--- src/rtl/mem_arb_ctrl.sv ---
// Two-port memory arbiter: an instruction-fetch port (0, read-only) and a
// load-store port (1) share one single-cycle memory strobe. One transaction
// in flight at most, round-robin choice on contention, and a programmable
// access latency sampled at grant.
module mem_arb_ctrl #(
    parameter int CNT_MAX_WIDTH = 8,
    parameter int ADDR_WIDTH    = 32,
    parameter int DATA_WIDTH    = 32
) (
    input  logic                      i_clk,
    input  logic                      i_rst_n,
    input  logic [CNT_MAX_WIDTH-1:0]  i_lat_bound,
    input  logic                      i_req0_valid,
    output logic                      o_req0_ready,
    input  logic [ADDR_WIDTH-1:0]     i_req0_addr,
    output logic                      o_rsp0_valid,
    input  logic                      i_rsp0_ready,
    output logic [DATA_WIDTH-1:0]     o_rsp0_rdata,
    input  logic                      i_req1_valid,
    output logic                      o_req1_ready,
    input  logic [ADDR_WIDTH-1:0]     i_req1_addr,
    input  logic                      i_req1_wen,
    input  logic [DATA_WIDTH-1:0]     i_req1_wdata,
    input  logic [DATA_WIDTH/8-1:0]   i_req1_wmask,
    output logic                      o_rsp1_valid,
    input  logic                      i_rsp1_ready,
    output logic [DATA_WIDTH-1:0]     o_rsp1_rdata,
    output logic                      o_mem_en,
    output logic                      o_mem_wen,
    output logic [ADDR_WIDTH-1:0]     o_mem_addr,
    output logic [DATA_WIDTH-1:0]     o_mem_wdata,
    output logic [DATA_WIDTH/8-1:0]   o_mem_wmask,
    input  logic [DATA_WIDTH-1:0]     i_mem_rdata
);

    localparam int MASK_W = DATA_WIDTH / 8;
    localparam logic [CNT_MAX_WIDTH-1:0] CNT_ONE = {{(CNT_MAX_WIDTH-1){1'b0}}, 1'b1};

    typedef enum logic [1:0] {
        ST_IDLE = 2'd0,
        ST_WAIT = 2'd1,
        ST_RESP = 2'd2
    } state_e;

    state_e                    state_q, state_d;
    logic [CNT_MAX_WIDTH-1:0]  cnt_q, cnt_d;
    logic [CNT_MAX_WIDTH-1:0]  bound_q, bound_d;
    logic                      rr_q, rr_d;        // 1: requester 1 wins a tie
    logic                      id_q, id_d;        // owner of the in-flight transaction
    logic                      wen_q, wen_d;
    logic [ADDR_WIDTH-1:0]     addr_q, addr_d;
    logic [DATA_WIDTH-1:0]     wdata_q, wdata_d;
    logic [MASK_W-1:0]         wmask_q, wmask_d;
    logic [DATA_WIDTH-1:0]     rdata_q, rdata_d;
    logic                      mem_en_q, mem_en_d;
    logic                      rsp_vld_q, rsp_vld_d;

    logic                      sel0_s, sel1_s;
    logic                      hs0_s, hs1_s;
    logic [CNT_MAX_WIDTH-1:0]  eff_bound_s;
    logic [CNT_MAX_WIDTH-1:0]  cnt_inc_s;
    logic                      rsp_ready_s;

    // Requester selection and combinational ready for the chosen port in IDLE.
    always_comb begin
        sel1_s       = i_req1_valid & (~i_req0_valid | rr_q);
        sel0_s       = i_req0_valid & ~sel1_s;
        o_req0_ready = (state_q == ST_IDLE) & sel0_s;
        o_req1_ready = (state_q == ST_IDLE) & sel1_s;
        hs0_s        = i_req0_valid & o_req0_ready;
        hs1_s        = i_req1_valid & o_req1_ready;
        eff_bound_s  = (i_lat_bound == {CNT_MAX_WIDTH{1'b0}}) ? CNT_ONE : i_lat_bound;
        cnt_inc_s    = cnt_q + CNT_ONE;
        rsp_ready_s  = id_q ? i_rsp1_ready : i_rsp0_ready;
    end

    // Next-state logic; the memory strobe is pre-computed one cycle ahead so it leaves a flop.
    always_comb begin
        state_d   = state_q;
        cnt_d     = cnt_q;
        bound_d   = bound_q;
        rr_d      = rr_q;
        id_d      = id_q;
        wen_d     = wen_q;
        addr_d    = addr_q;
        wdata_d   = wdata_q;
        wmask_d   = wmask_q;
        rdata_d   = rdata_q;
        mem_en_d  = 1'b0;
        rsp_vld_d = rsp_vld_q;
        case (state_q)
            ST_IDLE: begin
                if (hs0_s | hs1_s) begin
                    state_d  = ST_WAIT;
                    id_d     = hs1_s;
                    rr_d     = hs0_s;
                    wen_d    = hs1_s & i_req1_wen;
                    addr_d   = hs1_s ? i_req1_addr : i_req0_addr;
                    wdata_d  = hs1_s ? i_req1_wdata : {DATA_WIDTH{1'b0}};
                    wmask_d  = hs1_s ? i_req1_wmask : {MASK_W{1'b0}};
                    bound_d  = eff_bound_s;
                    cnt_d    = {CNT_MAX_WIDTH{1'b0}};
                    mem_en_d = (eff_bound_s == CNT_ONE);
                end else begin
                    state_d = ST_IDLE;
                end
            end
            ST_WAIT: begin
                if (mem_en_q) begin
                    rdata_d   = wen_q ? {DATA_WIDTH{1'b0}} : i_mem_rdata;
                    cnt_d     = {CNT_MAX_WIDTH{1'b0}};
                    rsp_vld_d = 1'b1;
                    state_d   = ST_RESP;
                end else begin
                    cnt_d    = cnt_inc_s;
                    mem_en_d = (cnt_inc_s == (bound_q - CNT_ONE));
                end
            end
            ST_RESP: begin
                if (rsp_ready_s) begin
                    rsp_vld_d = 1'b0;
                    state_d   = ST_IDLE;
                end else begin
                    rsp_vld_d = 1'b1;
                end
            end
            default: begin
                state_d   = ST_IDLE;
                cnt_d     = {CNT_MAX_WIDTH{1'b0}};
                rsp_vld_d = 1'b0;
            end
        endcase
    end

    // State register; reset drops any in-flight transaction and favours requester 0.
    always_ff @(posedge i_clk or negedge i_rst_n) begin
        if (!i_rst_n) begin
            state_q   <= ST_IDLE;
            cnt_q     <= {CNT_MAX_WIDTH{1'b0}};
            bound_q   <= CNT_ONE;
            rr_q      <= 1'b0;
            id_q      <= 1'b0;
            wen_q     <= 1'b0;
            addr_q    <= {ADDR_WIDTH{1'b0}};
            wdata_q   <= {DATA_WIDTH{1'b0}};
            wmask_q   <= {MASK_W{1'b0}};
            rdata_q   <= {DATA_WIDTH{1'b0}};
            mem_en_q  <= 1'b0;
            rsp_vld_q <= 1'b0;
        end else begin
            state_q   <= state_d;
            cnt_q     <= cnt_d;
            bound_q   <= bound_d;
            rr_q      <= rr_d;
            id_q      <= id_d;
            wen_q     <= wen_d;
            addr_q    <= addr_d;
            wdata_q   <= wdata_d;
            wmask_q   <= wmask_d;
            rdata_q   <= rdata_d;
            mem_en_q  <= mem_en_d;
            rsp_vld_q <= rsp_vld_d;
        end
    end

    assign o_mem_en     = mem_en_q;
    assign o_mem_wen    = mem_en_q & wen_q;
    assign o_mem_addr   = addr_q;
    assign o_mem_wdata  = wdata_q;
    assign o_mem_wmask  = wmask_q;
    assign o_rsp0_valid = rsp_vld_q & ~id_q;
    assign o_rsp1_valid = rsp_vld_q & id_q;
    assign o_rsp0_rdata = rdata_q;
    assign o_rsp1_rdata = rdata_q;

endmodule

--- config.mk ---
export PLATFORM = sky130hd
export DESIGN_NAME = mem_arb_ctrl
export DESIGN_NICKNAME = d
export VERILOG_FILES = /design/src/rtl/mem_arb_ctrl.sv
export SDC_FILE = /design/constraint.sdc
export NUM_CORES = 1
export LEC_CHECK = 0
export ABC_CLOCK_PERIOD_IN_PS = 4650
export BUFFER_PORTS_ARGS = -buffer_cell sky130_fd_sc_hd__buf_2
export CORE_MARGIN = 5
export CORE_UTILIZATION = 49
export DETAILED_ROUTE_END_ITERATION = 16
export PLACE_DENSITY = 0.83
export SETUP_SLACK_MARGIN = 0.2
export SLEW_MARGIN = 5
export SYNTH_ARGS = -nofsm -noshare
export SYNTH_HDL_FRONTEND = slang
export SYNTH_SLANG_ARGS = --single-unit
--- constraint.sdc ---
create_clock -name i_clk -period 4.65 [get_ports i_clk]
set_input_delay 0.465 -clock i_clk [delete_from_list [all_inputs] [get_ports i_clk]]
set_output_delay 0.465 -clock i_clk [all_outputs]
set_load 0.03 [all_outputs]
# After elaboration in Yosys (flattened, before gate mapping)
# Cells that the tools add are included.
[op_classes]
n_bitwise = 17
addsub = 2
muxes = 19
n_reduce_logical = 7
eq_ne = 7
[ops]
columns = ["op", "count"]
rows = [
  ["two-way mux 32 bit", 3],
  ["two-way mux 8 bit", 3],
  ["one-hot mux 8 bit (3 select lines)", 1],
  ["AND 1 bit", 10],
  ["AND reduction 2 bit", 5],
  ["adder 8 x 1 -> 8 bit (second input constant)", 1],
  ["== test 8 x 1 -> 1 bit (second input constant)", 1],
  ["== test 8 bit", 1],
  ["logical NOT 8 bit", 1],
  ["subtractor 8 x 1 -> 8 bit (second input constant)", 1],
  ["two-way mux 1 bit", 6],
  ["one-hot mux 2 bit (3 select lines)", 1],
  ["NOT 1 bit", 5],
  ["two-way mux 2 bit", 2],
  ["two-way mux 4 bit", 1],
  ["inequality test 2 bit (second input constant)", 2],
  ["one-hot mux 1 bit (3 select lines)", 1],
  ["== test 2 x 1 -> 1 bit (second input constant)", 1],
  ["== test 2 bit (second input constant)", 1],
  ["logical NOT 2 bit", 1],
  ["inequality test 2 x 1 -> 1 bit (second input constant)", 1],
  ["bitwise OR 1 bit", 2],
  ["one-hot mux 1 bit (2 select lines)", 1],
]
[totals]
register_bits = 123

# Depth between registers and ports, before layout
# Gate-level depths: netlist (run 1).
[logic_depth]
word_depth = 10
ltp_mapped = 9
depth_no_buf = 7

# Worst setup path before layout (run 1)
# No wires, ideal clock.
[synth_timing]
path_kind = "register -> output"
startpoint = "register state_q[0]"
endpoint = "output port o_req1_ready"
stages_incl_launch_ff = 8
path_slack_ns = 2.460
n_path_buf = 3
t_arrival_ns = 1.725
cell_sequence = "dfrtp_1 inv_1 ha_1 clkbuf_1 nand2_1 a21oi_1 clkbuf_1 clkbuf_1"
[synth_via]
elab_chain_len = 2
[synth_rtl]
columns = ["item", "line_no", "rtl"]
rows = [
  ["start, declared", "45", "state_e state_q, state_d;"],
  ["start signal, assigned", "151", "state_q <= state_d;"],
  ["logical NOT 2 bit", "69", "o_req1_ready = (state_q == ST_IDLE) & sel1_s;"],
  ["AND 1 bit", "69", ""],
  ["end, declared", "20", "output logic o_req1_ready,"],
]
# Every way passes these cells.

# Final worst setup path (run 1)
# Ends and elaborated chain as after synthesis.

==> results.md, run 1 <==
Outcome:
- The flow ran to the end, and the final reports show no timing, DRC or antenna violations.

STA:
- For the pin with the worst max-slew slack, the measured transition is about 960 ps.
- The final-report max-slew violation count is 0.
- The final number of hold-violating endpoints is 0.
- For the final routed database, the setup TNS stands at 0 ps.
- Setup repair after global routing left no endpoint under its margin.
- The post-route fraction of the period consumed by the critical path is 66.1%.
- Setup violations remaining at the end of the flow were counted as 0.
- Between clock sinks in the finished design, the worst skew comes to between 8 and 9 ps.
- Static timing analysis puts the maximum clock frequency at 0.325 GHz.
- After layout, the worst setup slack is 1580 ps.
- The smallest clock period supported by the final layout is computed as slightly above 3000 ps.
- The relative slew slack is 35.7%.

Min path:
- The path class of the tightest hold or removal check is primary input to async pin.

Global routing:
- The first global-routing pass estimated about 23 mm of wire.
- The number of global-route vias before repair is 4,866.
- The initial antenna violation count is 0.
- The remaining global-route overflow is 0.
- Entering global routing, the biggest net connects 109 pins.
- The overall fraction of global-route tracks in use is 22.3%.

Cells and area:
- In the final layout, the share of cells above drive strength 1 is 40.8%.
- Compared with the post-synthesis result, the final layout area differs by 33.3%.
- The number of diodes is 0.
- After routing the design area is 0.00750 sq mm.
- At the end of the flow, the number of nets in the layout was 945.
- Once layout is complete, the utilization of the core stands at 66.2%.

Synth:
- Summing the areas of all and, or, nand and nor instances in the mapped netlist gives 13.6% of the synthesized area.
- The proportion of register bits with asynchronous set or reset after synthesis is 100%.
- The number of nets in the synthesized netlist is 697.
- The count of mapped cells out of synthesis is ~550.
- The count of unique library cells instantiated by Yosys is 40.
- The synthesis-stage register bit count is 123.
- By area, the combinational part of the netlist is dominated by compound AO/OA/AOI/OAI gates.
- The mean instance size in the synthesized netlist is 10.3 sq um.
- The prevailing post-synth register cell is sky130_fd_sc_hd__dfrtp_1.
- The fraction of the mapped netlist area in compound gates is between 10% and 20%.
- For this run, the number of Yosys warnings is 0.
- After Yosys synthesis, full adders, half adders and majority gates account for 1.11% of the synthesized area.
- The cell area that synthesis handed to floorplanning was 0.00562 sq mm.
- The multiplexer fraction of the synthesized cell area is around 5.9%.
- Counting flops with a built-in enable in the synthesized netlist gives 0.
- The sequential-to-total area share from yosys stat is between 50% and 60%.
- The XOR/XNOR share of the synthesized area is 2.18%.

Setup path:
- The worst setup path is of the flop to primary output kind.
- For the worst setup path, the data required time is ~4200 ps.
- STA classifies the critical path endpoint as a primary output.
- The data arrival time of the critical path is roughly 2600 ps.
- The kind of start point of the critical path is a flop.
- Along the worst path, the maximum fanout reaches 25.

Clock network:
- The H-tree generated during clock tree synthesis spans 4 levels.
- The post-cts hold buffer count is 0.
- The number of setup buffers added after CTS is 0.
- TritonCTS built the clock tree.
- The longest clock path from root to sink contains 2 buffers.
- The number of instances resized during post-cts repair is 0.
- After clock tree synthesis, the clock-pin slew on the worst setup and hold paths is about 50 ps.
- The CTS buffer count is 17.
- The latest clock arrival within the worst-skew pair is 410 ps.
- CTS saw 123 sinks.
- In this run the clock root is driven by a sky130_fd_sc_hd__clkbuf_16.

Route:
- The first-iteration detailed-routing DRC count is 189.
- For this block, the via count after detailed routing is ~4,900.
- The via density per instance is between 5 and 6.
- The post-detailed-routing wire length is 15.7 mm.
- The detail route stage leaves a number of antenna-violating nets equal to 0.
- The DRC violation count after routing is 0.
- Dividing the detail-routed wire length by the instance count gives 16.6 um.
- The pre-antenna-repair detailed-routing pass consisted of 6 iterations.

Floorplanning:
- For this design the top-level I/O count stands at 285.
- The core region is 0.0113 sq mm.
- The starting density of the core is 49.7%.
- The die is 117 um tall.
- From left edge to right edge, the die measures between 100 and 150 um.
- The full die area is 0.0137 sq mm.
- The initialized floorplan defines 39 standard-cell rows.

Power:
- Across the VDD grid, the largest voltage drop is approximately 520 uV.
- The leakage power is 3.87 nW.
- The power density over cell area is 793 mW/mm^2.

Placed design:
- The cell area after placement is between 0.006 and 0.007 sq mm.
- At the placement stage, the worst setup path has a slack of about 2000 ps.
- The routability-driven placement congestion ratio is 0.812.
- The post-detailed-placement half-perimeter wirelength is around 12 mm.
- The total of buffers placed on input and output ports is roughly 280.

Flow run:
- The tool flagged a number of max-cap violations equal to 0.
==> per-layer routing <==
layer	GRT usage [%]	part of all wire, %	vias up
met2	39.5	52	234
li1	-	-	2338
met5	0	0	-
met3	7.10	8.3	30
met4	7.19	2.3	0
met1	25.6	37	2250
==> state kept, by name (all words and copies together) (netlist names) <==
signal	flops
o_rsp0_rdata	32
o_mem_wmask	4
cnt_q	8
o_mem_addr	32
state_q	2
wen_q	1
o_mem_en	1
rsp_vld_q	1
rr_q	1
id_q	1
o_mem_wdata	32
bound_q	8
==> path summary, 6_finish.rpt <==
check                               start               to  slack [ps]  depth (start not counted)
setup / recovery               state_q[0]     o_req1_ready        1580                          6
hold / removal                    i_rst_n  o_rsp0_rdata[2]          90                          1
setup reg to reg               state_q[0]   o_mem_addr[30]        2230                          7
hold reg to reg            o_mem_addr[22]   o_mem_addr[22]         480                          2
max in group asynchronous         i_rst_n   o_mem_wdata[8]        3660                          2
min in group i_clk         i_lat_bound[2]       bound_q[2]         270                          3
==> where the power goes <==
group	leakage (nW)	internal [W]	switching, W
sequential	1.46	0.00154	0.000352
clock	0.259	0.000745	0.000466
combinational	2.15	0.000878	0.00196
==> per-stage QoR <==
step,instances,hold WS (ps),power (W)
3_5_place_dp,917,467,0.00476
3_3_place_gp,917,457,0.00467
6_report,949,85.2,0.00594
4_1_cts,949,96.7,0.00600
5_1_grt,949,143,0.00629
2_1_floorplan,545,169,0.00401
==> cell usage after synthesis (all sizes together), types with 3 or more instances <==
cell type	count	area, sq um
and2	3	18.8
ha	5	62.6
a21oi	6	30.0
a21o	4	31.3
nor2	6	22.5
clkbuf	27	101
xnor2	8	70.1
nand3	5	30.0
o21ai	81	405
buf	36	260
a22o	37	324
dfrtp	122	3050
or4	4	41.3
nand2	99	372
inv	8	30.0
o31ai	3	22.5
mux2i	33	330
nand2b	34	213
xor2	6	52.6
==> placed cells by master (no fill, tap or decap), types with 3 or more instances in the layout <==
cell | netlist | final
sky130_fd_sc_hd__a21o_1 | 3 | 3
sky130_fd_sc_hd__a21oi_1 | 6 | 5
sky130_fd_sc_hd__a22o_1 | 37 | 37
sky130_fd_sc_hd__and2_1 | 3 | 3
sky130_fd_sc_hd__buf_2 | 4 | 283
sky130_fd_sc_hd__buf_4 | 32 | 9
sky130_fd_sc_hd__clkbuf_1 | 27 | 3
sky130_fd_sc_hd__clkbuf_16 | 0 | 17
sky130_fd_sc_hd__clkinv_2 | 0 | 4
sky130_fd_sc_hd__clkinvlp_4 | 0 | 4
sky130_fd_sc_hd__dfrtp_1 | 122 | 122
sky130_fd_sc_hd__ha_1 | 5 | 5
sky130_fd_sc_hd__inv_1 | 8 | 8
sky130_fd_sc_hd__mux2i_1 | 33 | 33
sky130_fd_sc_hd__nand2_1 | 99 | 99
sky130_fd_sc_hd__nand2b_1 | 34 | 34
sky130_fd_sc_hd__nand3_1 | 4 | 4
sky130_fd_sc_hd__nor2_1 | 6 | 6
sky130_fd_sc_hd__o21ai_0 | 80 | 80
sky130_fd_sc_hd__o31ai_1 | 3 | 3
sky130_fd_sc_hd__or4_4 | 3 | 3
sky130_fd_sc_hd__xnor2_1 | 8 | 8
sky130_fd_sc_hd__xor2_1 | 6 | 6
==> final cells by class <==
class	instances	area [sq um]
well taps	143	179
repair buffers	292	1480
clock buffers	21	450
multi-input cells	351	2180
clock inverters	11	97.6
inverters	8	30.0
flip-flops and latches	123	3080
fillers	859	3820
==> cells by family (layout without fill, tap and decap cells) <==
| kind of cell | count (synthesis) | after routing |
|---|---|---|
| AND/OR/NAND/NOR | 161 | 161 |
| AO/OA/AOI/OAI | 138 | 138 |
| flip-flops | 123 | 123 |
| buffers and inverters | 71 | 332 |
| multiplexers | 33 | 33 |
| XOR/XNOR | 14 | 14 |
| adder cells (fa/ha/maj) | 5 | 5 |
==> worst max-delay path: stages (launching register included) <==
cell,delay [ps]
sky130_fd_sc_hd__dfrtp_1,390
sky130_fd_sc_hd__inv_1,90
sky130_fd_sc_hd__ha_1,370
sky130_fd_sc_hd__nand2_1,180
sky130_fd_sc_hd__a21oi_4,510
sky130_fd_sc_hd__buf_4,390
sky130_fd_sc_hd__buf_2,260
Note: power is estimated with default switching activity, not from simulation.
==> run 2: changes to the inputs <==
ABC_AREA = 1   (was unset)
ABC_CLOCK_PERIOD_IN_PS = 2600   (was 4650)
CORE_UTILIZATION = 42   (was 49)
PLACE_DENSITY = 0.75   (was 0.83)
clock period = 2.6 ns   (was 4.65 ns; I/O delays follow)
==> results.md, run 2 <==
Outcome:
- Outcome: finished, final reports clean (unchanged).

Floorplanning:
- The die boundary width came to 127 um (was 117 um).
- The core region area is 0.0133 sq mm (was 0.0113 sq mm).
- The placement row count is 42 (was 39).
- The vertical extent of the die is 127 um (was 117 um).
- The starting density of the core is 42.9% (was 49.7%).
- The boundary pin count was 285 (unchanged).
- The full die area came to 0.0160 sq mm (was 0.0137 sq mm).

STA:
- The final setup violation count was 0 (unchanged).
- Setup repair after global routing missed its margin: no (unchanged).
- The worst hold slack after final layout was 69.5 ps (was 85.2 ps).
- The maximum clock skew at final layout is 13.4 ps (was 8.18 ps).
- The final number of hold-violating endpoints is 0 (unchanged).
- Derived from the worst setup path, the maximum achievable clock frequency is about 0.48 GHz.
- Dividing the final minimum period by the clock period gives between 80% and 90%.
- The final-report max-slew violation count is 0 (unchanged).
- After layout, the minimum clock period comes to 2100 ps.
- The total negative slack was 0 ps (unchanged).
- The slew at the pin with the worst max-slew slack is 958 ps (was 965 ps).
- The relative slew slack was 35.9% (was 35.7%).

Global routing:
- The initial antenna violation count was 0 (unchanged).
- The largest net degree at the start of global routing is 65 (was 109).
- The global-route wire length before repair is 26.3 mm (was 23.5 mm).
- The overall fraction of global-route tracks in use is 20.3% (was 22.3%).
- The remaining global-route overflow was 0 (unchanged).
- The number of global-route vias before repair is 5,059 (was 4,866).

Clock network:
- The number of setup buffers added after CTS was 0 (unchanged).
- The CTS buffer count is 17 (unchanged).
- The number of H-tree levels is 4 (unchanged).
- The clock input transition at the sequential cells of the worst setup and hold paths was 70 ps (was 50 ps).
- The root buffer cell is sky130_fd_sc_hd__clkbuf_16 (unchanged).
- The buffer depth of the longest clock path was 2 (unchanged).
- The latest clock arrival within the worst-skew pair came to 410 ps (about the same).
- The number of instances resized during post-cts repair is 0 (unchanged).
- The number of sinks driven by the clock tree is 123 (unchanged).
- The CTS tree was done (unchanged).

Power:
- The net switching power is 0.00497 W (was 0.00278 W).
- The relative contribution of combinational cells to total power was 46.8% (was 47.7%).
- The total internal power was 0.00569 W (was 0.00317 W).
- The relative contribution of sequential cells to total power is 30.5% (was 31.9%).
- The maximum VDD drop is 759 uV (was 517 uV).
- The power density over cell area is 1390 mW/mm^2 (was 793 mW/mm^2).
- The clock network fraction of design power is 22.7% (was 20.4%).
- The total power consumption of the routed design is 0.0107 W (was 0.00594 W).
- The fraction of power spent switching nets is 46.6% (was 46.7%).
- The leakage power is 4.10 nW (was 3.87 nW).

Setup path:
- The cell at the slowest stage of the critical path is sky130_fd_sc_hd__dfrtp_1 (was sky130_fd_sc_hd__a21oi_4).
- The highest net fanout along the worst path is 4 (was 25).
- The longest individual stage delay on the worst path is 400 ps (was 510 ps).
- The worst path required time is 2340 ps (was 4180 ps).
- Sequence of cells on the critical path: inv_1 -> ha_1 -> nand2_1 -> a21oi_1 -> buf_2 (was inv_1 -> ha_1 -> nand2_1 -> a21oi_4 -> buf_4 -> buf_2).
- The kind of start point of the critical path is a flop (unchanged).
- The endpoint class of the critical path is a primary output (unchanged).
- The data arrival time of the critical path is 1840 ps (was 2610 ps).
- The count of buffer and inverter cells on the critical path was 2 (was 3).
- The category of cells accounting for the largest share of critical-path delay is flip-flops (was buffers and inverters).
- The category of the critical setup timing path is flop to primary output (unchanged).

Synth:
- The synthesis-stage register bit count was 123 (unchanged).
- The prevailing post-synth register cell is sky130_fd_sc_hd__dfrtp_1 (unchanged).
- The number of synthesized flops with an enable pin came to 0 (unchanged).
- The mean instance size in the synthesized netlist is 8.66 sq um (was 10.3 sq um).
- The sequential-to-total area share from yosys stat is 54.0% (was 54.7%).
- Largest cells by area after synthesis: sky130_fd_sc_hd__dfrtp_1 (53%), sky130_fd_sc_hd__nand2_1 (14%), sky130_fd_sc_hd__a22o_1 (5.5%), sky130_fd_sc_hd__buf_4 (4.2%), sky130_fd_sc_hd__o21ai_0 (4.0%) (was sky130_fd_sc_hd__dfrtp_1 (54%), sky130_fd_sc_hd__o21ai_0 (7.1%), sky130_fd_sc_hd__nand2_1 (6.6%), sky130_fd_sc_hd__mux2i_1 (5.9%), sky130_fd_sc_hd__a22o_1 (5.8%)).
- The net count after synthesis was 811 (was 697).
- The top-area cell type share of the netlist area was 53.5% (was 54.3%).
- The most common cell in the synthesized netlist is sky130_fd_sc_hd__nand2_1 (was sky130_fd_sc_hd__dfrtp_1).
- The total standard cell area after synthesis is 0.00571 sq mm (was 0.00562 sq mm).
- Cell types with the highest counts after synthesis: sky130_fd_sc_hd__nand2_1 (217), sky130_fd_sc_hd__dfrtp_1 (122), sky130_fd_sc_hd__nor2_1 (49) (was sky130_fd_sc_hd__dfrtp_1 (122), sky130_fd_sc_hd__nand2_1 (99), sky130_fd_sc_hd__o21ai_0 (80)).
- The count of unique library cells instantiated by Yosys is 27 (was 40).
- The proportion of register bits with asynchronous set or reset after synthesis is 100% (unchanged).
- The count of mapped cells out of synthesis came to 659 (was 545).
- The Yosys warning count is 0 (unchanged).
- The largest area contributor in the synthesized netlist is sky130_fd_sc_hd__dfrtp_1 (unchanged).

Cells and area:
- The summed area of non-filler cells in the final layout was 0.00767 sq mm (was 0.00750 sq mm).
- The most common cell after layout, fill and taps aside is sky130_fd_sc_hd__buf_2 (unchanged).
- The number of diodes is 0 (unchanged).
- The share of cells above drive strength 1 was 36.4% (was 40.8%).
- The relative area change from synthesis to final layout is 34.4% (was 33.3%).
- The number of nets at the end of the flow is 1,060 (was 945).
- Most frequent cells in the layout: sky130_fd_sc_hd__buf_2 (283), sky130_fd_sc_hd__nand2_1 (216), sky130_fd_sc_hd__dfrtp_1 (122) (was sky130_fd_sc_hd__buf_2 (283), sky130_fd_sc_hd__dfrtp_1 (122), sky130_fd_sc_hd__nand2_1 (99)).

Placed design:
- The post-detailed-placement half-perimeter wirelength was 12.4 mm (was 12.0 mm).
- The cell area after placement came to 0.00705 sq mm (was 0.00695 sq mm).
- The routability-driven placement congestion ratio is 0.836 (was 0.812).
- The total of buffers placed on input and output ports is 284 (unchanged).

Route:
- The count of vias placed by the detailed router was 5,283 (was 4,852).
- The first-iteration detailed-routing DRC count was 298 (was 189).
- The number of optimization iterations in the first detailed-route pass is 4 (was 6).
- The DRC violation count after routing is 0 (unchanged).
- The count of nets left with antenna violations after detail routing is 0 (unchanged).
- The routed wire length per instance was 15.0 um (was 16.6 um).
- The via density per instance was 4.82 (was 5.11).
- The post-detailed-routing wire length is 16.4 mm (was 15.7 mm).

Min path:
- The worst hold path class is primary input to flop (was primary input to async pin).

Flow run:
- The max-cap check violation count is 0 (unchanged).
run 2: per-stage QoR:
step	setup slack, ps	utilization (%)	std cells
CTS	522	57.7	1097
global placement	713	53.0	1064
global route	391	57.7	1097
finish	504	57.7	1097
floorplan	936	-	659
detailed placement	667	53.0	1064
run 2: power by group through the flow:
stage	clock, W	sequential (W)	combinational, W
after floorplan	0	0.00458	0.00239
after global placement	0	0.00326	0.00495
after detailed placement	0	0.00323	0.00504
after CTS	0.00248	0.00324	0.00503
after global routing	0.00257	0.00337	0.00540
final	0.00242	0.00325	0.00499
run 2: path summary, 6_finish.rpt:
check | depth (start not counted) | slack, ps | startpoint | to
worst max-delay path | 5 | 500 | state_q[0] | o_req0_ready
worst min-delay path | 2 | 70 | i_req1_wdata[1] | o_mem_wdata[1]
worst max register to register | 6 | 640 | state_q[0] | o_mem_wdata[22]
worst min register to register | 1 | 490 | o_mem_wdata[21] | o_mem_wdata[21]
max in group asynchronous | 3 | 1380 | i_rst_n | o_mem_wdata[3]
min in group asynchronous | 2 | 380 | i_rst_n | o_rsp0_rdata[18]
run 2: repair_timing:
action | in CTS | in global routing
hold buffers | 1 | 0
endpoints found under the setup margin | 0 | 0
hold endpoints to repair | 40 | 0
run 2: logic make-up (layout without fill, tap and decap cells):
kind of cell | after synthesis | in the layout | synth area share (%)
AOI/OAI and AO/OA | 127 | 127 | 14.4
adders and majority gates | 5 | 5 | 1.10
buffers and inverters | 105 | 367 | 9.63
DFF | 123 | 123 | 54.0
and+or+nand+nor | 299 | 299 | 20.9
run 2: worst reg2reg max path: stages (launching register included):
cell and delay (ps):
sky130_fd_sc_hd__dfrtp_1 380, sky130_fd_sc_hd__inv_1 80, sky130_fd_sc_hd__ha_1 270, sky130_fd_sc_hd__nand3_4 190, sky130_fd_sc_hd__nand2_4 200, sky130_fd_sc_hd__inv_2 560, sky130_fd_sc_hd__a22o_1 240
run 2: layer usage:
layer	routed length, um	part of all wire [%]	track usage, %
met2	7850	48	33.1
met3	1370	8.4	5.80
met4	368	2.2	7.19
met5	0	0	0
met1	6840	42	26.0
run 2: cell type report:
| cell class | count | area [sq um] |
|---|---|---|
| fill | 1198 | 5630 |
| sequential | 123 | 3080 |
| multi-input combinational | 431 | 2080 |
| timing repair buffer | 293 | 1520 |
| clock buffer | 18 | 439 |
| tap | 176 | 220 |
| clock inverter | 14 | 171 |
| inverter | 42 | 158 |
